[config.mk]
export PLATFORM = sky130hd
export DESIGN_NAME = rx_frame_parser
export DESIGN_NICKNAME = d
export VERILOG_FILES = /design/src/rtl/rx_frame_pkg.sv /design/src/rtl/sat_counter16.sv /design/src/rtl/rx_frame_parser.sv
export SDC_FILE = /design/constraint.sdc
export NUM_CORES = 1
export LEC_CHECK = 0
export CAP_MARGIN = 20
export CORE_UTILIZATION = 39
export DETAILED_ROUTE_END_ITERATION = 10
export PLACE_DENSITY_LB_ADDON = 0.12
export SYNTH_ARGS = -nofsm -noshare
export SYNTH_HDL_FRONTEND = slang
export SYNTH_SLANG_ARGS = --single-unit
[constraint.sdc]
create_clock -name clk_trans -period 2.5 [get_ports clk_trans]
set_input_delay 0.5 -clock clk_trans [delete_from_list [all_inputs] [get_ports clk_trans]]
set_output_delay 0.5 -clock clk_trans [all_outputs]
set_load 0.01 [all_outputs]
[src/rtl/rx_frame_pkg.sv]
`default_nettype none
// ============================================================================
// Module   : rx_frame_pkg
// Purpose  : Shared types and constants for the per-lane RX frame parser.
// Revision : 1.0
// ============================================================================
package rx_frame_pkg;

    typedef enum logic [1:0] {
        HUNT    = 2'd0,
        TSTAMP  = 2'd1,
        PAYLOAD = 2'd2,
        ENDER   = 2'd3
    } state_t;

    localparam logic [1:0] ERR_NONE  = 2'd0;
    localparam logic [1:0] BAD_ENDER = 2'd1;
    localparam logic [1:0] SYNC_LOST = 2'd2;
    localparam logic [1:0] CTRL_CHAR = 2'd3;

    localparam int          DEFAULT_PAYLOAD_WORDS = 125;
    localparam logic [15:0] DEFAULT_HEADER_WORD   = 16'hDEAD;
    localparam logic [15:0] DEFAULT_ENDER_WORD    = 16'hBEEF;

endpackage
`default_nettype wire

[src/rtl/sat_counter16.sv]
`default_nettype none
// ============================================================================
// Module   : sat_counter16
// Purpose  : 16-bit enable-increment counter that holds at all-ones.
// Revision : 1.0
// ============================================================================
module sat_counter16 (
    input  logic        clk,
    input  logic        rst,
    input  logic        en,
    output logic [15:0] count
);

    logic [15:0] r_count;

    always_ff @(posedge clk) begin
        if (rst) begin
            r_count <= 16'h0000;
        end else if (en && (r_count != 16'hFFFF)) begin
            r_count <= r_count + 16'd1;
        end
    end

    assign count = r_count;

endmodule
`default_nettype wire

[src/rtl/rx_frame_parser.sv]
`default_nettype none
// ============================================================================
// Module   : rx_frame_parser
// Purpose  : Per-lane header/timestamp/payload/ender frame parser with status.
// Revision : 1.0
// ============================================================================
module rx_frame_parser
    import rx_frame_pkg::*;
#(
    parameter int          PAYLOAD_WORDS = DEFAULT_PAYLOAD_WORDS,
    parameter logic [15:0] HEADER_WORD   = DEFAULT_HEADER_WORD,
    parameter logic [15:0] ENDER_WORD    = DEFAULT_ENDER_WORD
) (
    input  logic        clk_trans,
    input  logic        rst,
    input  logic [1:0]  rx_syncstatus,
    input  logic [1:0]  rx_datak,
    input  logic [15:0] rx_parallel_data,
    output logic [15:0] out_data,
    output logic        out_valid,
    output logic        out_sop,
    output logic        out_eop,
    output logic [15:0] out_timestamp,
    output logic        frame_ok,
    output logic        frame_err,
    output logic [1:0]  err_code,
    output logic        ts_gap,
    output logic [15:0] frame_count,
    output logic [15:0] error_count
);

    localparam int                c_cnt_w    = (PAYLOAD_WORDS > 1) ? $clog2(PAYLOAD_WORDS) : 1;
    localparam logic [c_cnt_w-1:0] c_last_idx = c_cnt_w'(PAYLOAD_WORDS - 1);

    state_t               r_state;
    state_t               w_state_next;
    logic [c_cnt_w-1:0]   r_cnt;
    logic [c_cnt_w-1:0]   w_cnt_next;

    logic                 w_sync_ok;
    logic                 w_lane_ok;
    logic                 w_abort;

    logic [15:0]          r_data;
    logic                 r_valid;
    logic                 r_sop;
    logic                 r_eop;
    logic [15:0]          r_ts;
    logic                 r_ok;
    logic                 r_err;
    logic [1:0]           r_code;
    logic                 r_gap;
    logic [15:0]          r_prev_ts;
    logic                 r_prev_valid;

    logic [15:0]          w_data;
    logic                 w_valid;
    logic                 w_sop;
    logic                 w_eop;
    logic [15:0]          w_ts_next;
    logic                 w_ok;
    logic                 w_err;
    logic [1:0]           w_code;
    logic                 w_gap;

    assign w_sync_ok = (rx_syncstatus == 2'b11);
    assign w_lane_ok = w_sync_ok && (rx_datak == 2'b00);
    // Any unqualified word outside HUNT kills the frame in progress.
    assign w_abort   = (r_state != HUNT) && !w_lane_ok;

    always_ff @(posedge clk_trans) begin
        if (rst) begin
            r_state <= HUNT;
            r_cnt   <= '0;
        end else begin
            r_state <= w_state_next;
            r_cnt   <= w_cnt_next;
        end
    end

    always_comb begin
        w_state_next = r_state;
        w_cnt_next   = r_cnt;
        w_data       = r_data;
        w_valid      = 1'b0;
        w_sop        = 1'b0;
        w_eop        = 1'b0;
        w_ts_next    = r_ts;
        w_ok         = 1'b0;
        w_err        = 1'b0;
        w_code       = ERR_NONE;
        w_gap        = 1'b0;

        if (w_abort) begin
            w_err        = 1'b1;
            w_code       = w_sync_ok ? CTRL_CHAR : SYNC_LOST;
            w_state_next = HUNT;
            w_cnt_next   = '0;
        end else begin
            case (r_state)
                HUNT: begin
                    if (w_lane_ok && (rx_parallel_data == HEADER_WORD)) begin
                        w_state_next = TSTAMP;
                    end
                end
                TSTAMP: begin
                    w_ts_next    = rx_parallel_data;
                    w_cnt_next   = '0;
                    w_state_next = PAYLOAD;
                end
                PAYLOAD: begin
                    w_valid = 1'b1;
                    w_data  = rx_parallel_data;
                    w_sop   = (r_cnt == '0);
                    w_eop   = (r_cnt == c_last_idx);
                    w_gap   = w_sop && r_prev_valid && (r_ts != r_prev_ts + 16'd1);
                    if (r_cnt == c_last_idx) begin
                        w_cnt_next   = '0;
                        w_state_next = ENDER;
                    end else begin
                        w_cnt_next = r_cnt + c_cnt_w'(1);
                    end
                end
                ENDER: begin
                    if (rx_parallel_data == ENDER_WORD) begin
                        w_ok = 1'b1;
                    end else begin
                        w_err  = 1'b1;
                        w_code = BAD_ENDER;
                    end
                    w_state_next = HUNT;
                end
                default: begin
                    w_state_next = HUNT;
                end
            endcase
        end
    end

    always_ff @(posedge clk_trans) begin
        if (rst) begin
            r_data       <= 16'h0000;
            r_valid      <= 1'b0;
            r_sop        <= 1'b0;
            r_eop        <= 1'b0;
            r_ts         <= 16'h0000;
            r_ok         <= 1'b0;
            r_err        <= 1'b0;
            r_code       <= ERR_NONE;
            r_gap        <= 1'b0;
            r_prev_ts    <= 16'h0000;
            r_prev_valid <= 1'b0;
        end else begin
            r_data  <= w_data;
            r_valid <= w_valid;
            r_sop   <= w_sop;
            r_eop   <= w_eop;
            r_ts    <= w_ts_next;
            r_ok    <= w_ok;
            r_err   <= w_err;
            r_code  <= w_code;
            r_gap   <= w_gap;
            // Only frames that closed cleanly anchor the continuity check.
            if (w_ok) begin
                r_prev_ts    <= r_ts;
                r_prev_valid <= 1'b1;
            end
        end
    end

    sat_counter16 u_frame_cnt (
        .clk   (clk_trans),
        .rst   (rst),
        .en    (w_ok),
        .count (frame_count)
    );

    sat_counter16 u_error_cnt (
        .clk   (clk_trans),
        .rst   (rst),
        .en    (w_err),
        .count (error_count)
    );

    assign out_data      = r_data;
    assign out_valid     = r_valid;
    assign out_sop       = r_sop;
    assign out_eop       = r_eop;
    assign out_timestamp = r_ts;
    assign frame_ok      = r_ok;
    assign frame_err     = r_err;
    assign err_code      = r_code;
    assign ts_gap        = r_gap;

endmodule
`default_nettype wire

==> results.md, run 1 <==
- Clock Path Buffers: 2
- GR Overflow Total: 0
- Finish-stage setup viols: 0
- Die area: 0.0121 mm^2
- R2R depth: 8
- YS warnings: 0
- R2r startpoint: u_error_cnt.count[0]
- HPWL Detailed: 8870 um
- DRC Markers: 2
- Drt total wl: 11900 um
- Met1 WL: 5770 um
- Area Overhead vs Synth: 34.1%
- Ys async rst share: 0%
- Final Hold Fails: 0
- Final core utilization: 53.6%
- Finished Cell Area: 0.00609 mm^2
- Int Power: 2.43 mW
- DP Cell Count: 793
- Dpl cell area: 0.00580 mm^2
- Met2 WL: 5370 um
- Clock power share: 45.3%
- Syn Area/Cell: 8.24 um^2
- Flop pwr share: 51.3%
- Vias per Instance: 5.08
- Critical Path Source: rx_parallel_data[8]
- CTS tree: yes
- Core ar.: 0.0114 mm^2
- Die span in x: 110 um
- Initial antenna violation count: 0
- Lkg Pwr: 2.10 nW
- Critical Path Sink: u_frame_cnt.count[11]
- DIE HEIGHT: 110 um
- Mapped Cells: 551
- Port Buffer Count: 93
- Skew final: 7.27 ps
- Starting density of the core: 39.9%
- Hold WC Path Type: flop to flop
- Post-synthesis instance area: 0.00454 mm^2
- Critical Path End Type: flop
- Fin Setup TNS: 0 ps
- Antenna diode count: 0
- Final Max Slew Viols: 0
- Syn nets: 582
- CTS sink count: 98
- Period utilization: 94.1%
- CTS Buf Count: 9
- Starting DRT DRC Count: 149
- Failing checks: DRC
- Layout Nets: 692
- Switching Share: 20.2%
- Final antenna-violating net count: 0
- Row count: 39
- CP max FO: 5
- Pwr dens: 500 mW/mm^2
- Post-CTS Setup Bufs: 0
- All-Layer GR Usage: 20.5%
- Required time worst endpoint: 2720 ps
- Slew Limit Headroom: 66.0%
- Status: finished, violations left
- Worst setup margin: 146 ps
- Crit path arrival time: 2570 ps
- Seq/Total Area, Yosys: 43.2%
- Synth Flop Type: dfxtp_1
- Worst reg2reg endpoint: u_error_cnt.count[4]
- Vias: 4097
- Post-synth cell types: 47
- Combinational share of power: 3.4%
- Setup WS pre-CTS: -292 ps
- Number of global-route vias before repair: 3860
- RePlAce Congestion: 0.836
- Final worst path period need: 2350 ps
- Post-route total power: 3.05 mW
- Pin count of the biggest net entering global routing: 40
- VDD IR-drop max: 0.461 mV
- Clk slew on worst S/H paths: 70 ps
- Global-route wire length before repair: 19100 um
- # IOs: 94
- Root Buffer: clkbuf_16
- CP Launch Type: input port
- First-pass iteration count of the detailed router: 7
- Non-filler cells, final: 807
- Least-Margin Pin Slew: 506 ps
- RSZ-0062 raised after global routing: false
- Hold slack: 459 ps
- Ratio of cells with drive above 1 in the final layout: 9.04%
- EDFF count, synth: 0
- Highest clock rate: 425 MHz
- Setup CP Type: input port to flop
- Wire length on met3: 536 um
- Net Sw Power: 0.616 mW
- Max-Cap Viols: 0
- Drt wl/cell: 14.7 um
- Number of H-tree levels: 3
- Top layer in use: met4
- Later-pin clock latency in the skew report: 330 ps
- R2R setup slack: 430 ps
- Synthesized flop and latch total: 98
repair_timing:
action	4_1_cts	5_1_grt
hold buffers	0	0
endpoints found under the setup margin	0	1
resized for setup	0	0
sequential cells by signal (all words and copies together), names as in the netlist:
signal	flops
out_timestamp	16
r_cnt	7
out_eop	1
out_sop	1
u_frame_cnt.count	16
out_data	16
r_prev_valid	1
out_valid	1
frame_ok	1
ts_gap	1
r_state	2
frame_err	1
err_code	2
r_prev_ts	16
u_error_cnt.count	16
layout make-up:
| cell class | count | area (um^2) |
|---|---|---|
| tap | 143 | 179 |
| clock inverter | 3 | 40.0 |
| fill | 1111 | 5280 |
| clock buffer | 11 | 253 |
| inverter | 6 | 22.5 |
| sequential | 98 | 1960 |
| timing repair buffer | 124 | 1200 |
| multi-input combinational | 422 | 2440 |
cells in the mapped netlist (2+ instances only):
library cell / n / area [um^2]
buf_2: 4 / 20.0
o41ai_1: 3 / 26.3
clkbuf_1: 19 / 71.3
mux2i_1: 5 / 50.1
and3_1: 5 / 31.3
xnor2_1: 19 / 166
nand3_1: 35 / 175
nor4_1: 4 / 25.0
or4b_2: 2 / 20.0
a211oi_1: 2 / 15.0
nor3_1: 7 / 35.0
dfxtp_1: 98 / 1960
a21oi_1: 54 / 270
or2_1: 2 / 12.5
nand2_1: 112 / 420
a31oi_1: 5 / 31.3
nand4_1: 21 / 131
nand2b_1: 3 / 18.8
o21ai_0: 5 / 25.0
clkbuf_8: 2 / 27.5
nand4b_1: 4 / 35.0
and2_1: 5 / 31.3
and4_1: 5 / 43.8
a21boi_0: 2 / 15.0
nor2b_1: 3 / 18.8
inv_1: 6 / 22.5
nor2_1: 58 / 218
xor2_1: 34 / 298
ha_1: 9 / 113
metal layers:
metal  global-route usage [%]  vias to the layer above
li1                         -                     2104
met1                     27.1                     1895
met2                     32.9                       87
met3                     4.27                       11
met4                     7.43                        0
met5                        0                        -
cell usage in the layout, fill, tap and decap left out, types with 19 or more instances in the layout:
master / n
nor2_1: 58
xor2_1: 34
nand3_1: 35
xnor2_1: 19
clkdlybuf4s50_1: 92
nand2_1: 112
a21oi_1: 54
buf_4: 28
nand4_1: 21
dfxtp_1: 98
kinds of logic (layout without fill, tap and decap cells):
logic type	after synthesis	after routing	synth area share [%]
muxes	6	6	1.35
buffers and inverters	31	144	3.11
xor gates and xnor gates	53	53	10.2
adders and majority gates	9	9	2.48
AOI/OAI and AO/OA	77	77	9.97
DFF	98	98	43.2
and+or+nand+nor	277	277	29.7
power by group through the flow:
stage	Combinational, mW	Clock [mW]	Sequential, mW
after global routing	0.110	1.46	1.56
final	0.104	1.38	1.56
after floorplan	0.0303	0	1.60
after CTS	0.103	1.41	1.56
after global placement	0.103	0	1.60
after detailed placement	0.103	0	1.60
how the worst min path moves through the flow:
stage,from,endpoint,slack [ps],cells past startpoint
floorplan,r_prev_valid,ts_gap,410,2
global placement,out_data[8],out_data[8],450,2
detailed placement,out_data[4],out_data[4],450,2
CTS,out_data[12],out_data[12],460,2
global route,out_data[5],out_data[5],480,2
finish,out_data[12],out_data[12],460,2
critical path, stage by stage:
cell	delay (ps)
clkdlybuf4s50_1	420
nand4b_1	270
or4_4	640
a2111oi_4	330
nand3_1	150
xnor2_1	140
nor2b_1	120
Note: power is estimated with default switching activity, not from simulation.
==> run 2, diff against run 1 <==
--- a/config.mk
+++ b/config.mk
@@ -5,6 +5,7 @@
 export SDC_FILE = /design/constraint.sdc
 export NUM_CORES = 1
 export LEC_CHECK = 0
+export ABC_AREA = 1
 export CAP_MARGIN = 20
 export CORE_UTILIZATION = 39
 export DETAILED_ROUTE_END_ITERATION = 10
==> results.md, run 2 <==
- Final worst path period need: 2190 ps
- Setup WS pre-CTS: -86.7 ps
- Synth Area in XOR/XNOR: 7.29%
- R2R depth: 9
- HPWL Detailed: 9650 um
- Compound-Gate Fraction of Synth Area: 14.3%
- Most common library cell in the layout ignoring fill and taps: nand2_1
- Final Max Slew Viols: 0
- Least-Margin Pin Slew: 413 ps
- Final antenna-violating net count: 0
- R2R setup slack: 520 ps
- Vias per Instance: 4.90
- Die span in x: 116 um
- Finished Cell Area: 0.00655 mm^2
- Hold path cells: 2
- GR Layer Usage met3: 3.61%
- Proportion of synthesized area in mux cells: 0%
- Most frequent cell after synthesis: nand2_1
- Root Buffer: clkbuf_16
- CP Launch Type: input port
- Synthesized flop and latch total: 98
- Pwr dens: 724 mW/mm^2
- Dpl cell area: 0.00622 mm^2
- Ys async rst share: 0%
- CTS Buf Count: 9
- GR Layer Usage met1: 27.5%
- Non-filler cells, final: 982
- Largest family of logic cells by synthesized area: simple AND/OR/NAND/NOR gates
- YS warnings: 0
- Clock Path Buffers: 2
- Highest clock rate: 456 MHz
- Slew Limit Headroom: 72.4%
- Port Buffer Count: 93
- Hold WC Path Type: flop to flop
- Status: complete, no violations
- CTS tree: yes
- Final Hold Fails: 0
- Initial antenna violation count: 0
- Fill count: 1277
- Global-route wire length before repair: 21200 um
- RSZ-0062 raised after global routing: false
- DRC Markers: 0
- Critical Path End Type: flop
- Period utilization: 87.6%
- Syn nets: 740
- All-Layer GR Usage: 20.2%
- # IOs: 94
- Top-area cell type share of the netlist area: 38.9%
- Antenna diode count: 0
- # resized after CTS: 0
- Vias: 4811
- Post-synth top cells: 137 x nand2_1, 98 x dfxtp_1, 83 x nor2_1
- Hold path endpoint: r_prev_valid
- Dominant cells by area after synthesis: dfxtp_1 39%, nand2_1 10%, a21oi_1 6.4%
- Post-Synth Adder-Cell Area: 2.23%
- RePlAce Congestion: 0.844
- Max-Cap Viols: 0
- Drt wl/cell: 13.2 um
- R2r startpoint: u_error_cnt.count[0]
- Simple-gate share of the synthesized area: 29.3%
- Post-CTS Setup Bufs: 0
- Global route hottest layer: met2
- DIE HEIGHT: 116 um
- Syn Area/Cell: 7.12 um^2
- Mapped Cells: 709
- Lkg Pwr: 2.45 nW
- Post-synthesis instance area: 0.00505 mm^2
- Setup CP Type: input port to flop
- Crit path arrival time: 2470 ps
- Die area: 0.0134 mm^2
- Worst setup margin: 309 ps
- Starting DRT DRC Count: 256
- Final core utilization: 51.9%
- Hold slack: 485 ps
- Skew final: 9.46 ps
- Post-synth cell types: 34
- Area Overhead vs Synth: 29.6%
- CTS hold repair buffers: 0
- Core ar.: 0.0126 mm^2
- Required time worst endpoint: 2780 ps
- Clk slew on worst S/H paths: 70 ps
- Largest area contributor in the netlist: dfxtp_1
- Seq/Total Area, Yosys: 38.9%
- EDFF count, synth: 0
- Most frequent cells in the layout: 137 x nand2_1, 98 x dfxtp_1, 93 x clkdlybuf4s50_1
- Number of global-route vias before repair: 4437
- Starting density of the core: 40.0%
- CTS sink count: 98
- Worst reg2reg endpoint: u_error_cnt.count[15]
- Number of H-tree levels: 3
- CP max FO: 19
- Layout Nets: 836
- Synth Flop Type: dfxtp_1
- GR Layer Usage met2: 31.7%
- Finish-stage setup viols: 0
- VDD IR-drop max: 0.408 mV
- DP Cell Count: 966
- Row count: 41
- GR Overflow Total: 0
- First-pass iteration count of the detailed router: 4
- Pin count of the biggest net entering global routing: 34
- Origin of the worst min-delay path: r_prev_valid
- Ratio of cells with drive above 1 in the final layout: 7.78%
- Later-pin clock latency in the skew report: 350 ps
- Drt total wl: 13000 um
-- run 2: metal layers --
metal	routed length [um]	share of wire (%)
met3	552	4.3
met4	260	2.0
met2	5830	45
met1	6330	49
met5	0	0
-- run 2: power by group --
group	total, mW	leakage (nW)	switching (mW)	internal, mW
clock	1.50	0.156	0.601	0.901
sequential	1.87	0.792	0.134	1.74
combinational	1.37	1.51	0.789	0.577
total	4.74	2.45	1.52	3.21
-- run 2: worst max-delay path: stages --
cell and delay (ps):
clkdlybuf4s50_1 620, nand2_1 90, nor2_1 100, nand2_1 60
inv_1 70, nand2_1 110, a21oi_2 280, inv_2 220
nand2_4 200, nand2_1 70, a21oi_1 130
-- run 2: how the worst max path moves through the flow --
stage	startpoint	endpoint	cells after the start
5_1_grt	rx_parallel_data[5]	u_error_cnt.count[13]	11
4_1_cts	rx_parallel_data[5]	u_error_cnt.count[15]	11
6_report	rx_parallel_data[5]	u_error_cnt.count[15]	11
3_5_place_dp	rx_parallel_data[5]	u_error_cnt.count[2]	11
3_3_place_gp	rx_parallel_data[5]	u_error_cnt.count[3]	11
2_1_floorplan	u_error_cnt.count[0]	u_error_cnt.count[0]	9
-- run 2: cell families (layout without fill, tap and decap cells) --
kind of cell    count (synthesis)  count (layout)
compound gates                133             133
flops                          98              98
simple gates                  327             327
xor+xnor                       42              42
fa+ha+maj                       9               9
buf+inv                       100             201
-- run 2: cell type report --
type,count,area (um^2),area share [%]
clock buffer,11,243,3.71
clock inverter,5,77.6,1.19
inverter,77,289,4.42
multi-input combinational,511,2680,40.9
sequential,98,1960,30.0
tap,172,215,3.29
timing repair buffer,108,1080,16.5
-- run 2: stage by stage --
stage / setup TNS [ps] / power [mW]
after floorplan: 0 / 2.71
after global placement: -1020 / 3.26
after global routing: 0 / 5.02
after detailed placement: -1050 / 3.29
after CTS: 0 / 4.79
final: 0 / 4.74
==> run 3, diff against run 2 <==
--- a/config.mk
+++ b/config.mk
@@ -6,7 +6,6 @@
 export NUM_CORES = 1
 export LEC_CHECK = 0
 export ABC_AREA = 1
-export CAP_MARGIN = 20
 export CORE_UTILIZATION = 39
 export DETAILED_ROUTE_END_ITERATION = 10
 export PLACE_DENSITY_LB_ADDON = 0.12
==> results of run 3 <==
Final layout, timing and power as in run 2 (identical DEF).
